File: src/rtl/gamepad_shifter_if.sv
// -----------------------------------------------------------------------------
// gamepad_shifter_if
//
// Bundles the signals between the key controller / Gigatron input port side
// and the gamepad_shifter block.
//
// Signals:
//   key_data   : active-low button byte, WIDTH bits (master -> slave)
//   pad_latch  : level-sensitive parallel-load strobe, active-high (master -> slave)
//   pad_clk    : shift strobe, acts on its rising edge (master -> slave)
//   pad_data   : registered serial data, MSB of the shift register (slave -> master)
//   frame_done : one-cycle pulse after the WIDTH-th data bit shifts out (slave -> master)
//   bit_count  : data bits shifted since the last load, saturates at WIDTH (slave -> master)
//
// Strobe semantics (there is no valid/ready pair on this link): pad_latch and
// pad_clk are free-running, possibly asynchronous levels. A load happens on
// every cycle the synchronised latch is high. A shift happens once per
// synchronised rising edge of pad_clk, and only when the latch is low. Each
// strobe phase must last at least 2 CLOCK_50 cycles to be seen. The outputs
// are registered and are meaningful on every cycle; there is no handshake.
// -----------------------------------------------------------------------------
interface gamepad_shifter_if #(
   parameter int WIDTH = 8
);
   localparam int CW = $clog2(WIDTH + 1);

   logic [WIDTH-1:0] key_data;
   logic             pad_latch;
   logic             pad_clk;
   logic             pad_data;
   logic             frame_done;
   logic [CW-1:0]    bit_count;

   // Master: the side that supplies buttons and strobes.
   modport master (
      output key_data,
      output pad_latch,
      output pad_clk,
      input  pad_data,
      input  frame_done,
      input  bit_count
   );

   // Slave: the shift register itself.
   modport slave (
      input  key_data,
      input  pad_latch,
      input  pad_clk,
      output pad_data,
      output frame_done,
      output bit_count
   );
endinterface

File: src/rtl/gamepad_shifter.sv
// -----------------------------------------------------------------------------
// gamepad_shifter
//
// Emulates a 4021-style game-controller shift register. The active-low
// key_data byte is captured while pad_latch is high and is then presented
// MSB first, one bit per pad_clk rising edge, on pad_data. Both strobes may
// be asynchronous to CLOCK_50, so they are synchronised and edge-detected
// here before they touch any state.
//
// Parameters:
//   WIDTH       : key bits per frame (>= 2)
//   SYNC_STAGES : synchroniser flops on pad_latch and pad_clk (>= 2)
//   FILL_BIT    : value shifted in behind the data ("not pressed")
//
// Ports:
//   CLOCK_50 : system clock, all state updates on its rising edge
//   reset    : asynchronous, active-high reset
//   pad      : gamepad_shifter_if slave modport
//              (key_data, pad_latch, pad_clk in; pad_data, frame_done,
//               bit_count out)
// -----------------------------------------------------------------------------
module gamepad_shifter #(
   parameter int   WIDTH       = 8,
   parameter int   SYNC_STAGES = 2,
   parameter logic FILL_BIT    = 1'b1
) (
   input logic               CLOCK_50,
   input logic               reset,
   gamepad_shifter_if.slave  pad
);

   localparam int CW = $clog2(WIDTH + 1);

   // Count values compared against; sized once so the compares stay width-clean.
   localparam logic [CW-1:0] COUNT_LAST = CW'(WIDTH - 1);
   localparam logic [CW-1:0] COUNT_FULL = CW'(WIDTH);
   localparam logic [CW-1:0] COUNT_ONE  = CW'(1);

   // ---------------------------------------------------------------------------
   // Input conditioning
   // ---------------------------------------------------------------------------
   logic [SYNC_STAGES-1:0] latch_sync_q;
   logic [SYNC_STAGES-1:0] clk_sync_q;
   logic                   clk_prev_q;

   logic latch_s;
   logic clk_s;
   logic clk_rise;

   always_ff @(posedge CLOCK_50 or posedge reset) begin
      if (reset) begin
         latch_sync_q <= '0;
         clk_sync_q   <= '0;
         clk_prev_q   <= 1'b0;
      end else begin
         latch_sync_q <= {latch_sync_q[SYNC_STAGES-2:0], pad.pad_latch};
         clk_sync_q   <= {clk_sync_q[SYNC_STAGES-2:0], pad.pad_clk};
         clk_prev_q   <= clk_sync_q[SYNC_STAGES-1];
      end
   end

   assign latch_s  = latch_sync_q[SYNC_STAGES-1];
   assign clk_s    = clk_sync_q[SYNC_STAGES-1];
   // A strobe too narrow to survive the synchroniser simply never produces a
   // rise; one clean synced high phase can only ever give one rise.
   assign clk_rise = clk_s & ~clk_prev_q;

   // ---------------------------------------------------------------------------
   // Shift register, bit counter and frame-done pulse
   // ---------------------------------------------------------------------------
   logic [WIDTH-1:0] sr_q;
   logic [WIDTH-1:0] sr_d;
   logic [CW-1:0]    count_q;
   logic [CW-1:0]    count_d;
   logic             done_q;
   logic             done_d;

   // Set by the first load after reset. Until then shift strobes are ignored,
   // so every output keeps its reset value until a real frame is captured.
   logic             armed_q;
   logic             armed_d;

   always_comb begin
      sr_d    = sr_q;
      count_d = count_q;
      done_d  = 1'b0;
      armed_d = armed_q;

      if (latch_s) begin
         // Reloads every cycle while the latch is high, so pad_data follows
         // key_data[WIDTH-1]. A coincident clk_rise is dropped, not queued.
         sr_d    = pad.key_data;
         count_d = '0;
         armed_d = 1'b1;
      end else if (clk_rise && armed_q) begin
         sr_d = {sr_q[WIDTH-2:0], FILL_BIT};
         if (count_q != COUNT_FULL) begin
            count_d = count_q + COUNT_ONE;
         end
         // Fires only on the transition from WIDTH-1 to WIDTH; once saturated
         // the count never equals COUNT_LAST again, so overrun cannot re-fire.
         done_d = (count_q == COUNT_LAST);
      end
   end

   always_ff @(posedge CLOCK_50 or posedge reset) begin
      if (reset) begin
         sr_q    <= '1;
         count_q <= '0;
         done_q  <= 1'b0;
         armed_q <= 1'b0;
      end else begin
         sr_q    <= sr_d;
         count_q <= count_d;
         done_q  <= done_d;
         armed_q <= armed_d;
      end
   end

   // ---------------------------------------------------------------------------
   // Outputs: straight from flops, no combinational path from any input.
   // ---------------------------------------------------------------------------
   assign pad.pad_data   = sr_q[WIDTH-1];
   assign pad.frame_done = done_q;
   assign pad.bit_count  = count_q;

endmodule

File: src/flat_wrapper.sv
// flat-port wrapper written by rule: the top's interface ports become plain ports
module gamepad_shifter_flat 
#(
   parameter int   WIDTH       = 8,
   parameter int   SYNC_STAGES = 2,
   parameter logic FILL_BIT    = 1'b1
)
  (CLOCK_50, reset, pad_key_data, pad_pad_latch, pad_pad_clk, pad_pad_data, pad_frame_done, pad_bit_count);
  gamepad_shifter_if #(.WIDTH(WIDTH)) pad_i ();
  input logic CLOCK_50;
  input logic reset;
  input wire logic [$bits(pad_i.key_data)-1:0] pad_key_data;
  input wire logic [$bits(pad_i.pad_latch)-1:0] pad_pad_latch;
  input wire logic [$bits(pad_i.pad_clk)-1:0] pad_pad_clk;
  output wire logic [$bits(pad_i.pad_data)-1:0] pad_pad_data;
  output wire logic [$bits(pad_i.frame_done)-1:0] pad_frame_done;
  output wire logic [$bits(pad_i.bit_count)-1:0] pad_bit_count;
  assign pad_i.key_data = pad_key_data;
  assign pad_i.pad_latch = pad_pad_latch;
  assign pad_i.pad_clk = pad_pad_clk;
  assign pad_pad_data = pad_i.pad_data;
  assign pad_frame_done = pad_i.frame_done;
  assign pad_bit_count = pad_i.bit_count;
  gamepad_shifter #(.WIDTH(WIDTH), .SYNC_STAGES(SYNC_STAGES), .FILL_BIT(FILL_BIT)) u_core (.CLOCK_50(CLOCK_50), .reset(reset), .pad(pad_i));
endmodule
File: config.mk
export PLATFORM = sky130hd
export DESIGN_NAME = gamepad_shifter_flat
export DESIGN_NICKNAME = d
export VERILOG_FILES = /design/src/rtl/gamepad_shifter_if.sv /design/src/rtl/gamepad_shifter.sv /design/src/flat_wrapper.sv
export SDC_FILE = /design/constraint.sdc
export NUM_CORES = 1
export LEC_CHECK = 0
export CAP_MARGIN = 5
export CELL_PAD_IN_SITES_DETAIL_PLACEMENT = 1
export CELL_PAD_IN_SITES_GLOBAL_PLACEMENT = 2
export CORE_ASPECT_RATIO = 0.6
export CORE_MARGIN = 2
export CORE_UTILIZATION = 31
export DETAILED_ROUTE_END_ITERATION = 8
export PLACE_DENSITY = 0.73
export SLEW_MARGIN = 10
export SYNTH_ARGS = -nofsm -noshare
export SYNTH_HDL_FRONTEND = slang
export SYNTH_SLANG_ARGS = --single-unit
File: constraint.sdc
create_clock -name CLOCK_50 -period 1.55 [get_ports CLOCK_50]
set_input_delay 0.3875 -clock CLOCK_50 [delete_from_list [all_inputs] [get_ports CLOCK_50]]
set_output_delay 0.3875 -clock CLOCK_50 [all_outputs]
set_load 0.1 [all_outputs]
==> out/metrics.csv <==
metric,value,unit
status,"complete, no violations",
routed_wl,1560,um
layout-drive-gt1-share,0.319,
cap_violations,0,
post-dp-hpwl,1190,um
rsz0062_at_grt,false,
clk_path_buf_depth,2,
antenna_found_initial,0,
p_comb_frac,0.159,
die_area,3080,um^2
track_usage,0.123,
synth-seq-area-share,0.593,
grt_overflow_total,0,
hold_ws,0.354,ns
cp_slowest_cell,dfstp_2,
max_freq,0.730,GHz
cp-end-kind,output port,
grt_max_degree,20,
hold_viol_final,0,
worst_pin_slew,0.481,ns
num_antenna_cells,0,
cts_htree_levels,1,
vias,561,
first_pass_iters,4,
clkTransAtPathRegs,0.07,ns
die_w,70.3,um
start_util,0.327,
powerDensity,938,nW/um^2
post_cts_buffers,0,
min_path_type,flop to flop,
cts_buffers,3,
clock_latency,0.25,ns
p_leak,0.489,nW
tns,0,ns
required,1.16,ns
fin_skew,0.000724,ns
slew_headroom,0.679,
grt_pass1_vias,594,
power.switching,0.271,mW
syn_nets,84,
cts_hold_buf,0,
synth_cells,70,
crit_family,flip-flops,
yosys_warnings,0,
layout_min_cycle_time,1.37,ns
critPathMaxFanout,2,
crit_chain,buf_12,
portBuffers,17,
die_h,43.8,um
viasPerCell,4.56,
timing.final.crit_share,0.884,
grt_pass1_wl,2800,um
p_int,0.810,mW
cts_resized,0,
netlist_area,818,um^2
first_iter_violations,25,
syn_to_final_growth,41.0,%
core,2500,um^2
max-vdd-ir-drop,0.489,mV
switching_share,0.251,
synth-seq-cells,19,
setup_violations,0,
drc,0,
rows,14,
root_buffer,clkbuf_8,
synth.avg_cell_area,11.7,um^2
seqPwrFrac,0.530,
io-pin-count,18,
cpPeakStageDelay,0.56,ns
nets,106,
ant_nets,0,
yosysUniqueCellTypes,22,
gp_congestion,0.686,
critPathBufInv,1,
timing.final.max_slew_violations,0,
clkPwrFrac,0.311,
wl_per_cell,12.7,um
arrival,0.98,ns
criticalPathCategory,flop to output port,
cts_tree,built,
clock-sinks,19,
critPathLaunchType,flop,
==> stage by stage <==
stage	power (mW)	instance area [um^2]	setup slack (ns)	std cells	utilization
finish	1.08	1150	0.179	123	0.461
global route	1.15	1150	0.0888	123	0.461
CTS	1.11	1150	0.160	123	0.461
detailed placement	0.759	1110	0.182	119	0.443
global placement	0.752	1110	0.209	119	0.443
floorplan	0.680	835	0.0249	70	-
==> power by group through the flow <==
stage	logic [mW]	clock network [mW]	registers [mW]
after floorplan	0.0661	0	0.613
after global placement	0.172	0	0.581
after detailed placement	0.175	0	0.584
after CTS	0.175	0.360	0.575
after global routing	0.188	0.379	0.579
final	0.172	0.337	0.573
==> sequential cells by signal, summed over array words and instances (netlist names) <==
| register | cells |
|---|---|
| u_core.clk_sync_q | 2 |
| u_core.pad.frame_done | 1 |
| u_core.latch_sync_q | 2 |
| u_core.sr_q | 8 |
| u_core.armed_q | 1 |
| u_core.clk_prev_q | 1 |
| u_core.pad.bit_count | 4 |
==> cells in the final DEF (no fill, tap or decap), types with 2 or more instances in the layout <==
cell             count
ha_1                 2
mux2i_1              8
dfrtp_2              2
dfrtp_4              2
nand2_1              8
buf_4                3
dfrtp_1              7
clkbuf_8             3
nor2_1               3
o21ai_0              8
a21oi_1              3
buf_12               6
nand2b_1             2
clkdlybuf4s50_1     11
dfstp_2              8
inv_1                3
==> area by class of cell <==
type                       instances  area, um^2
multi-input combinational         44         305
inverter                           4        15.0
clock buffer                       4        45.0
sequential                        19         495
timing repair buffer              20         253
fill                             270        1350
tap                               32        40.0
==> synthesized netlist by cell type (all sizes together) <==
cell type,n,area [um^2]
or2,1,6.26
clkbuf,2,7.51
nor2,3,11.3
nand3,1,5.00
a31oi,1,6.26
mux2,1,11.3
nand3b,1,20.0
nor2b,1,6.26
a21oi,3,15.0
buf,1,11.3
dfrtp,11,275
ha,2,25.0
nor4,1,6.26
nand2,8,30.0
a211o,1,8.76
o21ai,8,40.0
dfstp,8,210
mux2i,8,80.1
nand4b,1,8.76
or3,1,6.26
nand2b,2,12.5
inv,4,15.0
==> worst paths after layout <==
| check | slack, ns | start | cells after the start | end |
|---|---|---|---|---|
| setup reg to reg | 0.18 | u_core.pad.bit_count[0] | 4 | u_core.pad.bit_count[0] |
| hold reg to reg | 0.35 | u_core.clk_sync_q[0] | 0 | u_core.clk_sync_q[1] |
| min in group asynchronous | 0.45 | reset | 3 | u_core.pad.bit_count[1] |
| hold / removal | 0.35 | u_core.clk_sync_q[0] | 0 | u_core.clk_sync_q[1] |
| setup / recovery | 0.18 | u_core.sr_q[7] | 1 | pad_pad_data |
| max in group asynchronous | 0.84 | reset | 3 | u_core.sr_q[6] |
==> cells by family (layout without fill, tap and decap cells) <==
| kind of cell | Yosys count | count (layout) | share of synthesized area |
|---|---|---|---|
| muxes | 9 | 9 | 0.112 |
| DFF | 19 | 19 | 0.593 |
| AOI/OAI and AO/OA | 13 | 13 | 0.0856 |
| buffers and inverters | 7 | 28 | 0.0413 |
| and+or+nand+nor | 20 | 20 | 0.138 |
| adders and majority gates | 2 | 2 | 0.0306 |
==> routing by layer <==
layer  GRT usage  vias up  share of wire
met5           0        -              0
met4      0.0577        0          0.012
met3      0.0488        2          0.052
met2       0.183       13           0.43
met1       0.161      268           0.51
li1            -      278              -
Power figures use the tool's default switching activity.
